## config.mk

```make
export PLATFORM = sky130hd
export DESIGN_NAME = dead_time_gen
export DESIGN_NICKNAME = d
export VERILOG_FILES = /design/src/rtl/dead_time_gen.sv
export SDC_FILE = /design/constraint.sdc
export NUM_CORES = 1
export LEC_CHECK = 0
export ABC_AREA = 1
export BUFFER_PORTS_ARGS = -buffer_cell sky130_fd_sc_hd__buf_4
export CORE_MARGIN = 2
export CORE_UTILIZATION = 40
export CTS_CLUSTER_SIZE = 10
export DETAILED_ROUTE_END_ITERATION = 6
export HOLD_SLACK_MARGIN = 0.05
export PLACE_DENSITY = 0.7
export SKIP_CTS_REPAIR_TIMING = 1
export SYNTH_ARGS = -nofsm -noshare
export SYNTH_HDL_FRONTEND = slang
export SYNTH_SLANG_ARGS = --single-unit
```

## constraint.sdc

```tcl
create_clock -name clkm -period 2.2 [get_ports clkm]
set_clock_uncertainty 0.1 [all_clocks]
set_input_delay 0 -clock clkm [delete_from_list [all_inputs] [get_ports clkm]]
set_output_delay 0 -clock clkm [all_outputs]
set_load 0.01 [all_outputs]
```

## src/rtl/dead_time_gen.sv

```systemverilog
// Complementary half-bridge gate driver with programmable dead time and latched fault shutdown.
// Gate outputs are registered decodes of the FSM state, so hs and ls can never overlap.
module dead_time_gen #(
    parameter int unsigned DT_W = 8
) (
    input  logic            clkm,
    input  logic            reset,
    input  logic            en,
    input  logic            pwm_in,
    input  logic [DT_W-1:0] dt,
    input  logic            fault,
    output logic            hs,
    output logic            ls,
    output logic            fault_flag
);

    typedef enum logic [2:0] {
        IDLE,
        DT_TO_HS,
        HS_ON,
        DT_TO_LS,
        LS_ON,
        FAULT
    } state_t;

    state_t          state;
    state_t          state_nxt;
    logic [DT_W-1:0] cnt;
    logic [DT_W-1:0] cnt_nxt;
    logic            origin;
    logic            origin_nxt;
    logic [DT_W-1:0] dt_eff;

    // A zero dead time still guarantees one dead cycle.
    assign dt_eff = (dt == '0) ? DT_W'(1) : dt;

    // State, counter, origin and registered output decode.
    always_ff @(posedge clkm) begin
        if (reset) begin
            state      <= IDLE;
            cnt        <= '0;
            origin     <= 1'b0;
            hs         <= 1'b0;
            ls         <= 1'b0;
            fault_flag <= 1'b0;
        end else begin
            state      <= state_nxt;
            cnt        <= cnt_nxt;
            origin     <= origin_nxt;
            hs         <= (state == HS_ON);
            ls         <= (state == LS_ON);
            fault_flag <= (state == FAULT);
        end
    end

    // Next-state logic; origin=1 means the dead time was entered from the opposite ON state.
    always_comb begin
        state_nxt  = state;
        cnt_nxt    = cnt;
        origin_nxt = origin;

        if (fault) begin
            state_nxt = FAULT;
        end else if (state == FAULT) begin
            if (!en) begin
                state_nxt = IDLE;
            end
        end else if (!en) begin
            state_nxt = IDLE;
        end else begin
            case (state)
                IDLE: begin
                    state_nxt  = pwm_in ? DT_TO_HS : DT_TO_LS;
                    cnt_nxt    = dt_eff;
                    origin_nxt = 1'b0;
                end
                HS_ON: begin
                    if (!pwm_in) begin
                        state_nxt  = DT_TO_LS;
                        cnt_nxt    = dt_eff;
                        origin_nxt = 1'b1;
                    end
                end
                LS_ON: begin
                    if (pwm_in) begin
                        state_nxt  = DT_TO_HS;
                        cnt_nxt    = dt_eff;
                        origin_nxt = 1'b1;
                    end
                end
                DT_TO_HS: begin
                    if (!pwm_in) begin
                        if (origin) begin
                            state_nxt = LS_ON;
                        end else begin
                            state_nxt = DT_TO_LS;
                            cnt_nxt   = dt_eff;
                        end
                    end else if (cnt <= DT_W'(1)) begin
                        state_nxt = HS_ON;
                    end else begin
                        cnt_nxt = cnt - DT_W'(1);
                    end
                end
                DT_TO_LS: begin
                    if (pwm_in) begin
                        if (origin) begin
                            state_nxt = HS_ON;
                        end else begin
                            state_nxt = DT_TO_HS;
                            cnt_nxt   = dt_eff;
                        end
                    end else if (cnt <= DT_W'(1)) begin
                        state_nxt = LS_ON;
                    end else begin
                        cnt_nxt = cnt - DT_W'(1);
                    end
                end
                default: begin
                    state_nxt = IDLE;
                end
            endcase
        end
    end

endmodule
```

==> flow_metrics.tcl, run 1 <==
set metrics [dict create \
    initial_utilization_pct 41.46 \
    cts_sinks 15 \
    cp-end-kind "flip-flop" \
    status "completed" \
    cts_max_level 1 \
    via_count 1250 \
    syn_inst 184 \
    period_share_pct 81.11 \
    synth_xor_area_share_pct 1.559 \
    drt_iter0_markers 53 \
    holdWs_ps 31.82 \
    syn-cell-area_um2 1124 \
    dp.final_hpwl_mm 2.081 \
    core_area_um2 2710 \
    power.density_nw_per_um2 493.7 \
    yosysSeqAreaShare_pct 26.73 \
    final_nets 228 \
    synth.avg_cell_area_um2 6.106 \
    grt_pass1_wl_mm 4.650 \
    postRouteAntennaNets 0 \
    synth_edf_count 0 \
    drive_gt1_share_pct 18.40 \
    setup_violations 0 \
    grt_max_degree 12 \
    yosysMostFrequentCell "nand2_1" \
    worst_slew_pin_slew_ps 374.5 \
    dp_cells 229 \
    ys_seq_elements 15 \
    overflow 0 \
    power_leakage_nw 0.6670 \
    hold_violations 0 \
    synth_compound_area_share_pct 14.03 \
    insertion_delay_ps 290 \
    maxCapViolCount 0 \
    crit_fanout 6 \
    area_delta_synth_final_pct 24.05 \
    die_y_um 57 \
    remaining_drc_errors 0 \
    die_w_um 57 \
    routed_wl_mm 2.805 \
    synth_fa_ha_area_share_pct 2.227 \
    placed_area_um2 1267 \
    synth-async-reset-ratio_pct 0 \
    arrival_ps 1910 \
    tritoncts "yes" \
    pin_count 16 \
    antenna_found_initial 0 \
    detail_route.wl_per_cell_um 11.54 \
    path_clk_slew_ps 90 \
    antennaDiodeCount 0 \
    firstDrtPassIters 4 \
    gp_congestion 0.9062 \
    fin_crit_ps 1785 \
    cts_buffers 3 \
    yosysUniqueCellTypes 28 \
    yosys_warnings 0 \
    die_area_um2 3249 \
    fmaxAchievable_ghz 0.5604 \
    synth_commonest_cells "48 x nand2_1, 21 x nor2_1, 20 x inv_1" \
    synth_top_area_cell "dfxtp_1" \
    peakVddDrop_v 0.0003512 \
    rsz0062_at_grt "false" \
    worstPathRequired_ps 2320 \
    cts_buffer_depth 2 \
    synth-simple-area-share_pct 45.77 \
    synth_nets 199 \
    synth_flop_cell "dfxtp_1" \
    start_kind "flip-flop" \
    relSlewSlack_pct 74.80 \
    first_global_vias 1076 \
    tns_ps 0 \
    stdcell_count 243 \
    io_buffers 15 \
    hp-class "in -> reg" \
    drv_slew 0 \
    critical_path_class "reg -> reg" \
    yosys-top-cells-area "dfxtp_1 27%, nand2_1 16%, nand3_1 8.0%" \
    yosys-mux-area-fraction_pct 0 \
    cts-root-buf "clkbuf_4" \
    track_usage_pct 18.15 \
    via_per_inst 5.144 \
    synth_top_cell_area_share_pct 26.73 \
    final_area_um2 1394 \
    rows 19 \
    synth_top_family_by_area "simple AND/OR/NAND/NOR gates" \
]
[placed cells by master, fill, tap and decap left out, types with 2 or more instances in the layout]
cell type      Yosys  final
a21oi_1            7      7
buf_4              0     16
clkbuf_4           0      3
dfxtp_1           15     15
dlygate4sd3_1      0     10
ha_1               2      2
inv_1             20     20
inv_2              5      5
nand2_1           48     48
nand2_2            4      4
nand3_1           18     18
nand3_2            2      2
nand4_1            5      5
nor2_1            21     21
nor2_2             4      4
nor3_1             3      3
o211ai_1           2      2
o21ai_0            8      8
o21ai_1            6      6
or2_2              2      2
xor2_1             2      2
[per-layer routing]
metal / global-route usage [%] / wire (um)
met3: 3.401 / 190
met5: 0 / 0
met2: 27.42 / 1233
met1: 25.25 / 1314
met4: 7.973 / 67
[sequential cells by signal (all words and copies together), names as in the netlist]
name / flops
origin: 1
fault_flag: 1
ls: 1
state: 3
hs: 1
cnt: 8
[power by group]
group	switching (mW)	total, mW	internal, mW
Clock	0.0940	0.164	0.0705
Sequential	0.0172	0.303	0.285
Combinational	0.132	0.221	0.0893
[cells by family after synthesis]
logic type,after synthesis
AO/OA/AOI/OAI,27
flip-flops,15
adder cells (fa/ha/maj),2
AND/OR/NAND/NOR,111
XOR/XNOR,2
buffers and inverters,27
[through the flow]
stage | setup WS [ps] | util [%] | power [mW]
final | 415.5 | 51.43 | 0.6881
after global routing | 233.2 | 51.43 | 0.7399
after CTS | 399.6 | 47.74 | 0.6745
after detailed placement | 410.6 | 46.77 | 0.5114
after global placement | 448.9 | 46.77 | 0.5129
after floorplan | 566.1 | - | 0.4561
[worst max-delay path: stages, from the launching register on]
cell     delay [ps]
dfxtp_1         380
inv_1            70
ha_1            230
or2_2           280
nand2_1          70
nor2_2           50
inv_2           100
nand2_4          90
inv_2            70
nand2_1          50
nand2_1          50
nand2_1          40
a21oi_1         130
[final timing paths]
check                             from     end  slack (ps)  cells after the start
worst max register to register  cnt[0]  cnt[3]         420                     12
worst min-delay path             dt[2]  cnt[2]          30                      5
worst max-delay path            cnt[0]  cnt[3]         420                     12
worst min register to register  cnt[7]  cnt[7]         400                      2
[area by class of cell]
| class | count | area (um2) |
|---|---|---|
| tap | 31 | 38.79 |
| clock buffer | 4 | 26.28 |
| fill | 280 | 1316 |
| inverter | 25 | 93.84 |
| timing repair buffer | 26 | 220.2 |
| sequential | 15 | 300.3 |
| multi-input combinational | 142 | 714.4 |
(Power assumes the default switching activity.)
==> run 2, diff against run 1 <==
clock period = 1.7 ns   (was 2.2 ns; I/O delays follow)
==> run 2 against run 1 <==
Net effect: cell count is 4.5% higher; combinational power up 48%; wire length rose by 11%; total power grew 36%; sequential cell count did not move; register-to-register slack got worse by 350 ps; count of clock-buffer cells in the layout is the same; via count grew 3.3%; global-route usage decreased by 0.13 points.
==> flow_metrics.tcl, run 2 (synthesized netlist as in run 1, its figures left out) <==
set metrics [dict create \
    status "completed" \
    regArea_um2 306.5 \
    cts_buffers 3 \
    cts_max_level 1 \
    slowest_delay_ps 360 \
    setup_violations 0 \
    final_area_um2 1513 \
    period_share_pct 96.40 \
    postRouteAntennaNets 0 \
    total_power_uw 935.4 \
    final_common_cell "nand2_1" \
    start_kind "flip-flop" \
    fillers 266 \
    via_count 1291 \
    tritoncts "yes" \
    io_buffers 15 \
    peakVddDrop_v 0.0003542 \
    dp.final_hpwl_mm 2.197 \
    routed_wl_mm 3.110 \
    die_y_um 57 \
    multi_input_area_um2 742.0 \
    relSlewSlack_pct 73.50 \
    fmaxAchievable_ghz 0.6102 \
    critical_path_class "reg -> reg" \
    finish.utilization_pct 55.82 \
    place_ws_ps -17.85 \
    antenna_found_initial 0 \
    overflow 0 \
    die_w_um 57 \
    track_usage_pct 18.02 \
    worst_slew_pin_slew_ps 393.9 \
    initial_utilization_pct 41.46 \
    cts_sinks 15 \
    tns_ps 0 \
    cpMostUsedCell "nand2_1" \
    cts_buffer_depth 2 \
    cp-end-kind "flip-flop" \
    via_per_inst 5.083 \
    fin_crit_ps 1639 \
    hold_violations 0 \
    hp-class "in -> reg" \
    core_area_um2 2710 \
    firstDrtPassIters 4 \
    largest_register_ff_count 8 \
    cts-root-buf "clkbuf_4" \
    first_global_vias 994 \
    stdcell_count 254 \
    arrival_ps 1750 \
    placed_area_um2 1335 \
    drt_iter0_markers 67 \
    remaining_drc_errors 0 \
    drive_gt1_share_pct 28.25 \
    pin_count 16 \
    detail_route.wl_per_cell_um 12.24 \
    antennaDiodeCount 0 \
    dp_cells 238 \
    holdWs_ps 76.28 \
    top_regs "cnt: 8 flops, state: 3 flops" \
    grt_max_degree 12 \
    power_leakage_nw 0.7216 \
    rows 19 \
    fin_ws_ps 61.25 \
    grt_pass1_wl_mm 4.602 \
    final_nets 239 \
    crit_fanout 8 \
    worstPathRequired_ps 1820 \
    gp_congestion 0.9510 \
    die_area_um2 3249 \
    maxCapViolCount 0 \
    cp_slowest_cell "dfxtp_2" \
    crit_chain "inv_2, nand2_1, nor2_1, o211ai_1, buf_4, nand3_1, nand2_1, a21oi_1" \
    power.density_nw_per_um2 618.3 \
    path_clk_slew_ps 90 \
    insertion_delay_ps 300 \
    area_delta_synth_final_pct 34.63 \
    drv_slew 0 \
    final_cell_mix "47 x nand2_1, 27 x buf_4, 20 x nor2_1" \
    regMostFlops "cnt" \
]
## run 2: cell count changes in the layout (fill, tap and decap cells not counted), sizes merged
cell  change
buf      +11
## run 2: power breakdown
group          switching, mW  leakage (nW)  internal, mW  total, mW
combinational          0.184         0.582         0.142      0.326
clock                  0.125        0.0150        0.0915      0.217
sequential            0.0218         0.124         0.371      0.393
total                  0.331         0.722         0.604      0.935
## run 2: path summary, 6_finish.rpt
check	end	slack, ps	cells past startpoint	start
worst max-delay path	cnt[0]	60	8	state[2]
worst min-delay path	cnt[0]	80	7	dt[0]
worst max register to register	cnt[0]	60	8	state[2]
worst min register to register	cnt[1]	390	2	cnt[1]
## run 2: cell type report
| cell class | instances | share of cell area (%) |
|---|---|---|
| multi-input cells | 142 | 49.05 |
| flip-flops and latches | 15 | 20.26 |
| repair buffers | 37 | 20.02 |
| inverters | 25 | 6.369 |
| well taps | 31 | 2.564 |
| clock buffers | 4 | 1.737 |
## run 2: metal layers
metal  share of wire (%)  GRT usage, %
met3                 6.8         4.082
met4                 1.6         4.983
met1                  45         27.67
met2                  47         25.12
met5                   0             0
## run 2: critical path, delay by kind of cell, from the launching register on
| kind | cells | cell delay (ps) |
|---|---|---|
| compound gates | 2 | 350 |
| simple gates | 4 | 440 |
| flops | 1 | 360 |
| buf+inv | 2 | 310 |
